===== config.mk =====
export PLATFORM = sky130hd
export DESIGN_NAME = time_set_ctrl
export DESIGN_NICKNAME = d
export VERILOG_FILES = /design/src/rtl/time_ctrl_pkg.sv /design/src/rtl/time_set_ctrl_btn_debounce.sv /design/src/rtl/time_set_ctrl.sv
export SDC_FILE = /design/constraint.sdc
export NUM_CORES = 1
export LEC_CHECK = 0
export BUFFER_PORTS_ARGS = -buffer_cell sky130_fd_sc_hd__buf_2
export CAP_MARGIN = 20
export CORE_MARGIN = 2
export CORE_UTILIZATION = 50
export CTS_BUF_LIST = sky130_fd_sc_hd__clkbuf_8
export DETAILED_ROUTE_END_ITERATION = 6
export GPL_TIMING_DRIVEN = 1
export PLACE_DENSITY = 0.66
export SLEW_MARGIN = 20
export SYNTH_ARGS = -nofsm -noshare
export SYNTH_HDL_FRONTEND = slang
export SYNTH_SLANG_ARGS = --single-unit

===== constraint.sdc =====
create_clock -name clk -period 2.2 [get_ports clk]
set_input_delay 0.11 -clock clk [delete_from_list [all_inputs] [get_ports clk]]
set_output_delay 0.11 -clock clk [all_outputs]
set_load 0.01 [all_outputs]

===== src/rtl/time_ctrl_pkg.sv =====
// time_ctrl_pkg
//   Shared definitions for the digital clock: mode encodings used by the
//   mode FSM and the display, field limits shared with the hour/min/sec
//   counter datapath, and small elaboration helpers.
package time_ctrl_pkg;

  typedef enum logic [1:0] {
    MODE_RUN     = 2'b00,
    MODE_SET_HR  = 2'b01,
    MODE_SET_MIN = 2'b10,
    MODE_SET_SEC = 2'b11
  } mode_e;

  localparam int unsigned HR_MAX  = 23;
  localparam int unsigned MIN_MAX = 59;
  localparam int unsigned SEC_MAX = 59;

  // RUN -> SET_HR -> SET_MIN -> SET_SEC -> RUN
  function automatic mode_e next_mode(input mode_e m);
    mode_e r;
    case (m)
      MODE_RUN:     r = MODE_SET_HR;
      MODE_SET_HR:  r = MODE_SET_MIN;
      MODE_SET_MIN: r = MODE_SET_SEC;
      default:      r = MODE_RUN;
    endcase
    return r;
  endfunction

  // Counter width able to hold 0..n-1 (at least one bit).
  function automatic int unsigned cnt_width(input int unsigned n);
    return (n > 1) ? $clog2(n) : 1;
  endfunction

endpackage


===== src/rtl/time_set_ctrl_btn_debounce.sv =====
// btn_debounce
//   Push-button conditioner: 2-flop synchronizer, debounce counter and
//   rising-edge event on the debounced level.
//   Ports:
//     clk   in   system clock
//     rst   in   synchronous active-low reset
//     raw   in   raw asynchronous button
//     level out  debounced button level
//     evt   out  one-cycle pulse on a debounced rising edge
//   A button already held when reset is released produces no event until
//   it has been seen released at least once.
module btn_debounce
  import time_ctrl_pkg::*;
#(
  parameter int unsigned DEBOUNCE_CYC = 2_000_000
) (
  input  logic clk,
  input  logic rst,
  input  logic raw,
  output logic level,
  output logic evt
);

  localparam int unsigned CW = cnt_width(DEBOUNCE_CYC);
  localparam logic [CW-1:0] CNT_LAST = CW'(DEBOUNCE_CYC - 1);

  logic          sync1;
  logic          sync2;
  logic          valid1;
  logic          valid2;
  logic          armed;
  logic [CW-1:0] cnt;

  always_ff @(posedge clk) begin
    if (!rst) begin
      sync1  <= 1'b0;
      sync2  <= 1'b0;
      valid1 <= 1'b0;
      valid2 <= 1'b0;
      armed  <= 1'b0;
      cnt    <= '0;
      level  <= 1'b0;
      evt    <= 1'b0;
    end else begin
      sync1  <= raw;
      sync2  <= sync1;
      // valid2 marks when sync2 holds a real post-reset sample
      valid1 <= 1'b1;
      valid2 <= valid1;
      evt    <= 1'b0;
      if (valid2 && !sync2) begin
        armed <= 1'b1;
      end
      if (sync2 == level) begin
        cnt <= '0;
      end else if (cnt == CNT_LAST) begin
        cnt   <= '0;
        level <= sync2;
        evt   <= sync2 & armed;
      end else begin
        cnt <= cnt + 1'b1;
      end
    end
  end

endmodule


===== src/rtl/time_set_ctrl.sv =====
// time_set_ctrl
//   Mode and sequencing controller for the digital clock: debounces the
//   slct/up buttons, runs the RUN/SET_HR/SET_MIN/SET_SEC mode FSM, makes the
//   1 Hz tick and issues single-cycle increment pulses to the time datapath.
//   Ports:
//     clk      in   system clock
//     rst      in   synchronous active-low reset
//     slct     in   raw mode button
//     up       in   raw increment button
//     tick     out  one-cycle pulse per second, RUN only
//     inc_hr   out  hour += 1 pulse
//     inc_min  out  minute += 1 pulse
//     inc_sec  out  second += 1 pulse
//     mode     out  00 RUN, 01 SET_HR, 10 SET_MIN, 11 SET_SEC
//     blink    out  field-flash enable, 0 in RUN
//   Build option: define TIME_SET_AUTOREPEAT_EN for hold-to-repeat on up.
module time_set_ctrl
  import time_ctrl_pkg::*;
#(
  parameter int unsigned CLK_HZ           = 100_000_000,
  parameter int unsigned DEBOUNCE_CYC     = 2_000_000,
  parameter int unsigned REPEAT_DELAY_CYC = 50_000_000,
  parameter int unsigned REPEAT_RATE_CYC  = 20_000_000
) (
  input  logic       clk,
  input  logic       rst,
  input  logic       slct,
  input  logic       up,
  output logic       tick,
  output logic       inc_hr,
  output logic       inc_min,
  output logic       inc_sec,
  output logic [1:0] mode,
  output logic       blink
);

  localparam int unsigned TW = cnt_width(CLK_HZ);
  localparam logic [TW-1:0] TICK_LAST = TW'(CLK_HZ - 1);
  localparam int unsigned BLINK_HALF = (CLK_HZ / 2 > 0) ? CLK_HZ / 2 : 1;
  localparam int unsigned BW = cnt_width(BLINK_HALF);
  localparam logic [BW-1:0] BLINK_LAST = BW'(BLINK_HALF - 1);

  logic    slct_level;
  logic    slct_evt;
  logic    up_level;
  logic    up_evt;
  logic    up_take;
  logic    rpt_fire;
  logic    inc_req;
  logic    unused_sink;

  mode_e   state;
  mode_e   state_next;
  logic [TW-1:0] tick_cnt;
  logic [BW-1:0] blink_cnt;

  btn_debounce #(.DEBOUNCE_CYC(DEBOUNCE_CYC)) u_slct_db (
    .clk   (clk),
    .rst   (rst),
    .raw   (slct),
    .level (slct_level),
    .evt   (slct_evt)
  );

  btn_debounce #(.DEBOUNCE_CYC(DEBOUNCE_CYC)) u_up_db (
    .clk   (clk),
    .rst   (rst),
    .raw   (up),
    .level (up_level),
    .evt   (up_evt)
  );

  assign mode = state;

  // Mode FSM
  always_ff @(posedge clk) begin
    if (!rst) begin
      state <= MODE_RUN;
    end else begin
      state <= state_next;
    end
  end

  always_comb begin
    state_next = state;
    if (slct_evt) begin
      state_next = next_mode(state);
    end
  end

  // A press counts only in a SET state and loses to a coincident slct event.
  assign up_take = up_evt && !slct_evt && (state != MODE_RUN);

`ifdef TIME_SET_AUTOREPEAT_EN
  localparam int unsigned RPT_MAX =
    (REPEAT_DELAY_CYC > REPEAT_RATE_CYC) ? REPEAT_DELAY_CYC : REPEAT_RATE_CYC;
  localparam int unsigned RW = cnt_width(RPT_MAX);
  localparam logic [RW-1:0] DELAY_LAST = RW'(REPEAT_DELAY_CYC - 1);
  localparam logic [RW-1:0] RATE_LAST  = RW'(REPEAT_RATE_CYC - 1);

  logic          rpt_on;
  logic          rpt_first;
  logic [RW-1:0] rpt_cnt;

  // Counter restarts at the accepted press; the first interval is the
  // delay, later ones the rate.
  assign rpt_fire = rpt_on && up_level && !slct_evt &&
                    (rpt_cnt == (rpt_first ? DELAY_LAST : RATE_LAST));

  always_ff @(posedge clk) begin
    if (!rst) begin
      rpt_on    <= 1'b0;
      rpt_first <= 1'b0;
      rpt_cnt   <= '0;
    end else if (slct_evt) begin
      rpt_on <= 1'b0;
    end else if (up_take) begin
      rpt_on    <= 1'b1;
      rpt_first <= 1'b1;
      rpt_cnt   <= '0;
    end else if (rpt_on) begin
      if (!up_level) begin
        rpt_on <= 1'b0;
      end else if (rpt_fire) begin
        rpt_first <= 1'b0;
        rpt_cnt   <= '0;
      end else begin
        rpt_cnt <= rpt_cnt + 1'b1;
      end
    end
  end

  assign unused_sink = slct_level;
`else
  assign rpt_fire    = 1'b0;
  assign unused_sink = ^{slct_level, up_level, REPEAT_DELAY_CYC, REPEAT_RATE_CYC};
`endif

  assign inc_req = up_take || rpt_fire;

  // Registered outputs: tick prescaler, blink divider, increment pulses.
  // Prescaler and divider run only while the mode stays put on their side
  // of RUN, so entering/leaving RUN clears them and suppresses stray pulses.
  always_ff @(posedge clk) begin
    if (!rst) begin
      tick      <= 1'b0;
      inc_hr    <= 1'b0;
      inc_min   <= 1'b0;
      inc_sec   <= 1'b0;
      blink     <= 1'b0;
      tick_cnt  <= '0;
      blink_cnt <= '0;
    end else begin
      inc_hr  <= inc_req && (state == MODE_SET_HR);
      inc_min <= inc_req && (state == MODE_SET_MIN);
      inc_sec <= inc_req && (state == MODE_SET_SEC);

      if (state == MODE_RUN && state_next == MODE_RUN) begin
        if (tick_cnt == TICK_LAST) begin
          tick_cnt <= '0;
          tick     <= 1'b1;
        end else begin
          tick_cnt <= tick_cnt + 1'b1;
          tick     <= 1'b0;
        end
      end else begin
        tick_cnt <= '0;
        tick     <= 1'b0;
      end

      if (state != MODE_RUN && state_next != MODE_RUN) begin
        if (blink_cnt == BLINK_LAST) begin
          blink_cnt <= '0;
          blink     <= ~blink;
        end else begin
          blink_cnt <= blink_cnt + 1'b1;
        end
      end else begin
        blink_cnt <= '0;
        blink     <= 1'b0;
      end
    end
  end

endmodule


# --- Yosys cells after proc, flatten, opt, wreduce, memory -nomap -nowiden ---
# Cells that the tools add are included.
totals:
  ff_bits: 114
  in_bits: 4
  out_inout_bits: 7
op_classes:
  n_addsub: 4
  eq_ne: 9
  n_mux: 4
  bitwise: 10
  reduce_logical: 26
ops:
  columns: ["cell", "count"]
  rows:
  - ["$add 21x1->21 const B", 2]
  - ["$eq 21x21->1 const B", 2]
  - ["$add 27x1->27 const B", 1]
  - ["$eq 27x27->1 const B", 1]
  - ["$add 26x1->26 const B", 1]
  - ["$eq 26x26->1 const B", 1]
  - ["$reduce_or 3->1", 6]
  - ["$logic_and 1x1->1", 9]
  - ["$not 1->1", 8]
  - ["$reduce_and 2->1", 4]
  - ["$pmux 2 s3", 1]
  - ["$eq 2x2->1 const B", 2]
  - ["$logic_not 2->1", 2]
  - ["$reduce_bool 2->1", 2]
  - ["$logic_not 1->1", 3]
  - ["$and 1x1->1", 2]
  - ["$eq 1x1->1", 2]
  - ["$eq 2x1->1 const B", 1]
  - ["$mux 1", 2]
  - ["$mux 2", 1]

# --- Depth between registers and ports, before layout ---
# Gate-level depths: netlist of the first run.
logic_depth:
  ltp_word: 7
  depth_mapped: 7
  ltp_nobuf: 6

# --- Hierarchy ---
# A second synthesis of the first run with hierarchy kept.
unflattened:
  hier_cells: 587
  area_unflattened_um2: 5293.8
by_module_without_submodules:
  columns: ["mod", "instances", "cells_per_inst", "area_each_um2", "seq_area_each_um2"]
  rows:
  - ["time_set_ctrl", 1, 329, 2906.5, 1201.2]
  - ["btn_debounce", 2, 129, 1193.6, 560.5]

# --- Worst setup path after synthesis of the first run ---
# No wires, ideal clock.
synth_timing:
  path_type: "reg2reg"
  startpoint: "reg state[0] (netlist: mode[0])"
  endpoint: "reg blink_cnt[19]"
  arrival_ns: 1.869
  required_time_ns: 2.129
  slack_ns: 0.261
  stages_incl_launch_ff: 8
  n_path_buf: 1
  synth_period_minus_slack_ns: 1.939
  path_cell_list: "dfxtp_1 > inv_1 > ha_1 > nor3_1 > a2111oi_0 > o21ai_1 > clkbuf_1 > a21oi_1"
synth_between:
  elab_chain_cells: 7
synth_lines:
  columns: ["item", "line", "source"]
  rows:
  - ["start, declared", "time_set_ctrl.sv:52", "mode_e state;"]
  - ["start signal, assigned", "time_set_ctrl.sv:80", "state <= state_next;"]
  - ["$eq 2x2->1 (tied with other cells)", "time_ctrl_pkg.sv:21", "case (m)"]
  - ["$pmux 2 s3", "time_ctrl_pkg.sv:21", null]
  - ["$mux 2", "time_set_ctrl.sv:86", "if (slct_evt) begin"]
  - ["$reduce_bool 2->1", "time_set_ctrl.sv:171", "if (state != MODE_RUN && state_next != MODE_RUN) begin"]
  - ["$logic_and 1x1->1 *", "time_set_ctrl.sv:171", null]
  - ["$not 1->1 (no source line) *", null, null]
  - ["$reduce_or 3->1 (no source line) *", null, null]
  - ["end signal, assigned", "time_set_ctrl.sv:176", "blink_cnt <= blink_cnt + 1'b1;"]
  - ["end, declared", "time_set_ctrl.sv:55", "logic [BW-1:0] blink_cnt;"]
# Mark *: on every way between the ends. The rest lies on a longest branch, timed or not.
# A chain may end at the register's enable or synchronous reset.

# --- Final worst setup path of the first run ---
layout_timing:
  startpoint: "reg blink_cnt[0]"
  endpoint: "reg blink_cnt[22]"
layout_between:
  elab_chain_cells: 2
layout_lines:
  columns: ["item"]
  rows:
  - ["parallel branches: the longest is 2 deep, another holds $add 26x1->26"]
# Several ways; the timed one is not identified.

==> results of run 1 <==
==> worst max-delay path by stage <==
stage	from	end	slack [ns]	cells past startpoint
6_report	blink_cnt[0]	blink_cnt[22]	0.14	5
5_1_grt	blink_cnt[0]	blink_cnt[22]	0.005	5
4_1_cts	blink_cnt[2]	blink_cnt[25]	0.13	4
3_5_place_dp	blink_cnt[2]	blink_cnt[23]	0.15	4
3_3_place_gp	blink_cnt[0]	blink_cnt[22]	0.22	5
2_1_floorplan	mode[0]	blink_cnt[19]	0.26	7
==> metrics by stage <==
stage	power, W	cells	instance area (um2)	utilization (%)
after detailed placement	0.00218	709	5230	53.8
final	0.00432	743	5710	58.7
after floorplan	0.00216	568	4970	-
after global routing	0.00447	743	5710	58.7
after global placement	0.00218	709	5230	53.8
after CTS	0.00437	743	5700	58.6
==> routing by layer <==
layer	global-route usage [%]	vias up	part of all wire [%]
met4	8.01	0	1.4
li1	-	2111	-
met2	32.1	31	49
met1	20.9	1942	46
met3	7.36	11	3.5
met5	0	-	0
==> flip-flops by register name (all words and copies together) (netlist names), 2 cells and up <==
| name | count |
|---|---|
| mode | 2 |
| u_slct_db.cnt | 21 |
| blink_cnt | 26 |
| u_up_db.cnt | 21 |
| tick_cnt | 27 |
==> final cells by class <==
class	count	area, um2	share of cell area, %
Clock buffer	18	248	4.34
Clock inverter	13	191	3.35
Inverter	15	56.3	0.987
Multi-Input combinational cell	423	2560	44.9
Sequential cell	114	2280	40.0
Tap cell	133	166	2.92
Timing Repair Buffer	27	198	3.46
==> tightest hold or removal path: stages <==
cell           delay (ns)
dlygate4sd3_1        0.52
buf_2                0.11
and2_1               0.11
==> power breakdown <==
part	internal (W)	switching (W)
sequential	0.00208	0.00000945
combinational	0.0000231	0.0000307
clock	0.00135	0.000822
==> cell families after synthesis <==
logic type / count (synthesis)
and+or+nand+nor: 272
AOI/OAI and AO/OA: 92
DFF: 114
muxes: 1
buffers and inverters: 31
xor gates and xnor gates: 50
adders and majority gates: 8
==> timing repair <==
item,CTS,global route
endpoints found under the hold margin,4,0
buffers inserted,0,0
setup endpoints to repair,0,2
hold buffers,3,0
resized for setup,0,1
==> cell usage after synthesis (2+ instances only) <==
cell type / number
and2_1: 9
and4_1: 14
o21ai_0: 27
buf_4: 2
or4b_1: 2
buf_2: 5
a31o_2: 2
xor2_1: 28
nor4_1: 6
or2_2: 2
nor4b_1: 4
or3_1: 27
nand3_1: 35
xnor2_1: 22
ha_1: 8
a21oi_1: 42
o21a_1: 2
or4_1: 16
dfxtp_1: 114
nand2_1: 35
inv_1: 15
nor3_1: 11
nor2_1: 66
nand4_1: 22
clkbuf_1: 9
and3_1: 14
o31ai_1: 13
nand4b_1: 2
==> key figures, run 1 <==
Drt
  • First-pass iteration count of the detailed router: 4
  • Number of vias per cell: 5.51
  • Number of nets still failing antenna checks after routing: 0
  • Total DRC errors in the routed layout: 0
  • Final wirelength: 9540 um
  • Routed wirelength normalized by instance count: 12.8 um
  • Starting DRT DRC Count: 124
  • Vias after detailed routing: 4095

Clocking
  • Later-pin clock latency in the skew report: 0.44 ns
  • Maximum buffer depth of the clock tree: 2
  • Clock tree root buffer cell: clkbuf_8
  • Clock tree from TritonCTS: built
  • Clock transition at the registers of the reported paths: 0.07 ns
  • Sink count of the clock tree: 114
  • TritonCTS Buffers: 17
  • H-tree lvl count: 4

Worst setup path
  • Arr. time, crit path: 2.43 ns
  • Worst path cell trace: ha_1 -> nand4_1 -> or4_1 -> or3_1 -> a21oi_1
  • Type of element capturing the critical path: flip-flop
  • Type of the worst setup path: flip-flop to flip-flop
  • Endpoint of the most critical register-to-register path: blink_cnt[22]
  • Setup crit start kind: flip-flop
  • Delay of the slowest cell on the worst path: 0.69 ns
  • Top delay family on crit path: simple AND/OR/NAND/NOR gates
  • R2R setup slack: 0.14 ns
  • RR Startpoint: blink_cnt[0]
  • Slowest CP cell: or4_1
  • Number of buffer and inverter stages on the critical path: 0
  • Crit-path max FO: 9
  • Worst r2r path cells: 5
  • Critical path required time: 2.58 ns

Worst hold path
  • Destination of the worst hold path: u_slct_db.sync1
  • HP Start: slct
  • Hold Path Cell Cnt: 3
  • Min-delay worst type: input port to flip-flop

Place
  • DP Worst Slack: 0.150 ns
  • Routability congestion estimate from global placement: 0.812
  • HPWL reported at the end of detailed placement: 6510 um
  • Count of buffers from port buffering: 10

GRT
  • Number of global-route vias before repair: 3861
  • Remaining global-route overflow: 0
  • Wire length of the first global-routing pass: 16400 um
  • Antenna violations before repair: 0
  • Total Routing Usage GR: 18.8%
  • Pin count of the biggest net entering global routing: 27

Synthesis
  • Share of flip-flops with an asynchronous set or reset after synthesis: 0%
  • Synthesized-area fraction occupied by xor and xnor cells: 8.81%
  • Syn_nets: 580
  • Total number of yosys warnings: 0
  • Biggest area consumer among synthesized cells: dfxtp_1
  • Fraction of synthesized cell area taken by the top area cell type: 45.9%
  • Synthesized cell area: 4970 um2
  • Seq/Total Area, Yosys: 45.9%
  • Number of synthesized register bits: 114
  • Simple-gate share of the synthesized area: 29.9%
  • Dominant combinational cell family by area after synthesis: simple AND/OR/NAND/NOR gates
  • Top cells by area, synth: dfxtp_1 (46%), nor2_1 (5.0%), xor2_1 (4.9%)
  • Compound-cell area share of the yosys netlist: 10.5%
  • Count of distinct cell types in the synthesized netlist: 42
  • Cell count after synthesis: 568
  • Most used DFF post-synth: dfxtp_1
  • Number of enable-type register cells in the synthesized netlist: 0
  • Avg Synthesized Cell Area: 8.76 um2
  • Post-synthesis share of cell area spent on full adders, half adders and majority gates: 2.01%
  • Multiplexer share of the synthesized area: 0.201%

Timing
  • Post-layout minimum cycle time: 2.06 ns
  • RSZ-0062 raised after global routing: false
  • Setup violation total in the final timing report: 0
  • Share of the clock period used by the worst path: 93.6%
  • Worst hold slack: 0.433 ns
  • Total count of hold-check failures in the final report: 0
  • Pins over their slew limit: 0
  • Highest attainable clock frequency: 0.486 GHz
  • Fin Setup TNS: 0 ns
  • Slew margin rel.: 65.1%
  • Least setup slack across all paths after layout: 0.141 ns
  • Worst Tran Pin Value: 0.510 ns
  • Worst-case clock skew: 0.00887 ns

Layout
  • Ant diodes: 0
  • Final Net Count: 610
  • Fill count: 942
  • Fraction of layout instances using a drive strength above 1: 10.3%
  • Commonest cells after routing, fill and taps aside: dfxtp_1 (114), nor2_1 (66), a21oi_1 (42)
  • Most frequent standard cell in the layout excluding fill and tap cells: dfxtp_1
  • Area growth, synth to finish: 14.7%

Power
  • Pleak: 1.87 nW
  • Power density over the cells: 756 nW/um2
  • VDD IR-drop max: 0.000459 V

Floorplanning
  • Initial core utilization: 51.1%
  • Die X: 104 um
  • Count of pins on the block boundary: 11
  • Overall die area: 10800 um2
  • Row count: 36
  • Height of the chip: 104 um
  • Core Area: 9730 um2

Flow run
  • Maxcap violations: 0

Outcome
  • Outcome: finished clean
Note: power is estimated with default switching activity, not from simulation.
==> inputs of run 2 (changes only) <==
Settings changed: BUFFER_PORTS_ARGS -buffer_cell sky130_fd_sc_hd__buf_2 to -buffer_cell sky130_fd_sc_hd__buf_4, SETUP_SLACK_MARGIN set to 0.4.
==> key figures, run 2 (synthesis gave the netlist of run 1 again) <==
Outcome
  • Outcome: finished clean (unchanged)

Drt
  • Total DRC errors in the routed layout: 0 (unchanged)
  • First-pass iteration count of the detailed router: 4 (unchanged)
  • Number of vias per cell: 5.58 (was 5.51)
  • Number of nets still failing antenna checks after routing: 0 (unchanged)
  • Final wirelength: 10200 um (was 9540 um)
  • Vias after detailed routing: 4233 (was 4095)
  • Starting DRT DRC Count: 93 (was 124)
  • Routed wirelength normalized by instance count: 13.5 um (was 12.8 um)

Clocking
  • H-tree lvl count: 4 (unchanged)
  • Sink count of the clock tree: 114 (unchanged)
  • Later-pin clock latency in the skew report: 0.43 ns (was 0.44 ns)
  • Clock tree from TritonCTS: built (unchanged)
  • TritonCTS Buffers: 17 (unchanged)
  • Clock tree root buffer cell: clkbuf_8 (unchanged)
  • Maximum buffer depth of the clock tree: 2 (unchanged)
  • Clock transition at the registers of the reported paths: 0.06 ns (was 0.07 ns)

Worst setup path
  • RR Startpoint: blink_cnt[10] (was blink_cnt[0])
  • Arr. time, crit path: 2.30 ns (was 2.43 ns)
  • R2R setup slack: 0.26 ns (was 0.14 ns)
  • Endpoint of the most critical register-to-register path: blink_cnt[23] (was blink_cnt[22])
  • Setup crit start kind: flip-flop (unchanged)
  • Type of element capturing the critical path: flip-flop (unchanged)
  • Worst r2r path cells: 4 (was 5)
  • Crit-path max FO: 7 (was 9)
  • Type of the worst setup path: flip-flop to flip-flop (unchanged)
  • Critical path required time: 2.57 ns (was 2.58 ns)

Timing
  • Post-layout minimum cycle time: 1.94 ns (was 2.06 ns)
  • Setup violation total in the final timing report: 0 (unchanged)
  • Worst-case clock skew: 0.00789 ns (was 0.00887 ns)
  • Fin Setup TNS: 0 ns (unchanged)
  • Total count of hold-check failures in the final report: 0 (unchanged)
  • Worst Tran Pin Value: 0.421 ns (was 0.510 ns)
  • RSZ-0062 raised after global routing: true (was false)
  • Pins over their slew limit: 0 (unchanged)
  • Slew margin rel.: 71.5% (was 65.1%)
  • Highest attainable clock frequency: 0.517 GHz (was 0.486 GHz)
  • Share of the clock period used by the worst path: 88.0% (was 93.6%)
  • Least setup slack across all paths after layout: 0.264 ns (was 0.141 ns)

Layout
  • Fraction of layout instances using a drive strength above 1: 22.0% (was 10.3%)
  • Most flop-heavy register: tick_cnt (unchanged)
  • Number of flip-flops in the largest register: 27 (unchanged)
  • Area growth, synth to finish: 22.3% (was 14.7%)
  • Final Net Count: 631 (was 610)
  • Most frequent standard cell in the layout excluding fill and tap cells: dfxtp_1 (unchanged)
  • Registers with the highest flip-flop counts: tick_cnt x27, blink_cnt x26 (unchanged)
  • Commonest cells after routing, fill and taps aside: dfxtp_1 (94), nor2_1 (57), nand2_1 (35), buf_4 (35), nand3_1 (32) (was dfxtp_1 (114), nor2_1 (66), a21oi_1 (42))
  • Post-layout util: 62.5% (was 58.7%)
  • Ant diodes: 0 (unchanged)

GRT
  • Antenna violations before repair: 0 (unchanged)
  • Pin count of the biggest net entering global routing: 27 (unchanged)
  • Wire length of the first global-routing pass: 16800 um (was 16400 um)
  • Remaining global-route overflow: 0 (unchanged)
  • Total Routing Usage GR: 19.0% (was 18.8%)
  • Number of global-route vias before repair: 3883 (was 3861)

Floorplanning
  • Count of pins on the block boundary: 11 (unchanged)
  • Height of the chip: 104 um (unchanged)
  • Core Area: 9730 um2 (unchanged)
  • Initial core utilization: 51.1% (unchanged)
  • Overall die area: 10800 um2 (unchanged)
  • Die X: 104 um (unchanged)
  • Row count: 36 (unchanged)

Power
  • VDD IR-drop max: 0.000419 V (was 0.000459 V)
  • Proportion of power drawn by flip-flops and latches: 56.1% (was 48.4%)
  • Switching power share of the total: 21.4% (was 20.0%)
  • Sw Pwr: 0.000794 W (was 0.000862 W)
  • Power density over the cells: 610 nW/um2 (was 756 nW/um2)
  • Total internal power: 0.00292 W (was 0.00345 W)
  • Pleak: 1.95 nW (was 1.87 nW)
  • Combinational fraction of design power: 2.2% (was 1.2%)
  • Clock group share of total power: 41.7% (was 50.4%)

Place
  • HPWL reported at the end of detailed placement: 6530 um (was 6510 um)
  • DP Worst Slack: 0.154 ns (was 0.150 ns)
  • Routability congestion estimate from global placement: 0.770 (was 0.812)
  • Count of buffers from port buffering: 10 (unchanged)

Worst hold path
  • HP Start: blink_cnt[0] (was slct)
  • Destination of the worst hold path: blink_cnt[0] (was u_slct_db.sync1)
  • Hold Path Cell Cnt: 1 (was 3)
  • Min-delay worst type: flip-flop to flip-flop (was input port to flip-flop)

Flow run
  • Maxcap violations: 0 (unchanged)
## run 2: cell types whose count changed in the layout (fill, tap and decap cells not counted), sizes merged
cell,change
dlygate4sd3,+1
buf,+16
or4,+2
inv,+4
bufinv,-5
clkinvlp,-1
clkbuf,+4
clkinv,-5
## run 2: power by group through the flow
| stage | combinational (W) | clock (W) | sequential (W) |
|---|---|---|---|
| after floorplan | 0.0000340 | 0 | 0.00213 |
| after global placement | 0.0000502 | 0 | 0.00213 |
| after detailed placement | 0.0000514 | 0 | 0.00213 |
| after CTS | 0.0000599 | 0.00158 | 0.00209 |
| after global routing | 0.0000891 | 0.00167 | 0.00208 |
| final | 0.0000812 | 0.00155 | 0.00208 |
## run 2: layer usage
layer	vias up	routed length [um]	track usage, %
met1	2018	4710	22.8
met3	13	306	6.10
li1	2157	-	-
met4	0	140	7.53
met5	-	0	0
met2	45	5090	31.6
## run 2: metrics by stage
| stage | total power [W] | instance area (um2) | cells | hold slack (ns) |
|---|---|---|---|---|
| 2_1_floorplan | 0.00217 | 5010 | 568 | 0.138 |
| 5_1_grt | 0.00384 | 6080 | 759 | 0.456 |
| 3_3_place_gp | 0.00218 | 5270 | 708 | 0.333 |
| 3_5_place_dp | 0.00218 | 5270 | 708 | 0.332 |
| 4_1_cts | 0.00373 | 5770 | 749 | 0.423 |
| 6_report | 0.00371 | 6080 | 759 | 0.441 |
## run 2: worst max path at each step
stage | startpoint | end | slack, ns | cells past startpoint
2_1_floorplan | u_up_db.cnt[9] | u_up_db.cnt[20] | 0.33 | 5
3_3_place_gp | blink_cnt[3] | blink_cnt[25] | 0.21 | 4
3_5_place_dp | blink_cnt[3] | blink_cnt[23] | 0.15 | 4
4_1_cts | u_up_db.cnt[11] | u_up_db.level | 0.25 | 4
5_1_grt | u_up_db.cnt[17] | u_up_db.cnt[9] | 0.18 | 5
6_report | blink_cnt[10] | blink_cnt[23] | 0.26 | 4
## run 2: worst max-delay path, cell delays in order (launching register included)
cell     delay [ns]
dfxtp_4        0.36
nand4_1        0.24
or4_4          0.66
or4_4          0.50
a21oi_2        0.11
## run 2: cell type report
cell class,count,area [um2]
Clock buffer,20,275
Clock inverter,6,23.8
Fill cell,858,3650
Inverter,15,56.3
Multi-Input combinational cell,425,2810
Sequential cell,114,2320
Tap cell,133,166
Timing Repair Buffer,46,430
## run 2: what timing repair did
action	4_1_cts	5_1_grt
setup buffers	10	5
hold buffers	4	0
endpoints found under the setup margin	73	75
resized for setup	23	66
pin swaps	10	20
endpoints found under the hold margin	4	0
gates cloned	1	5
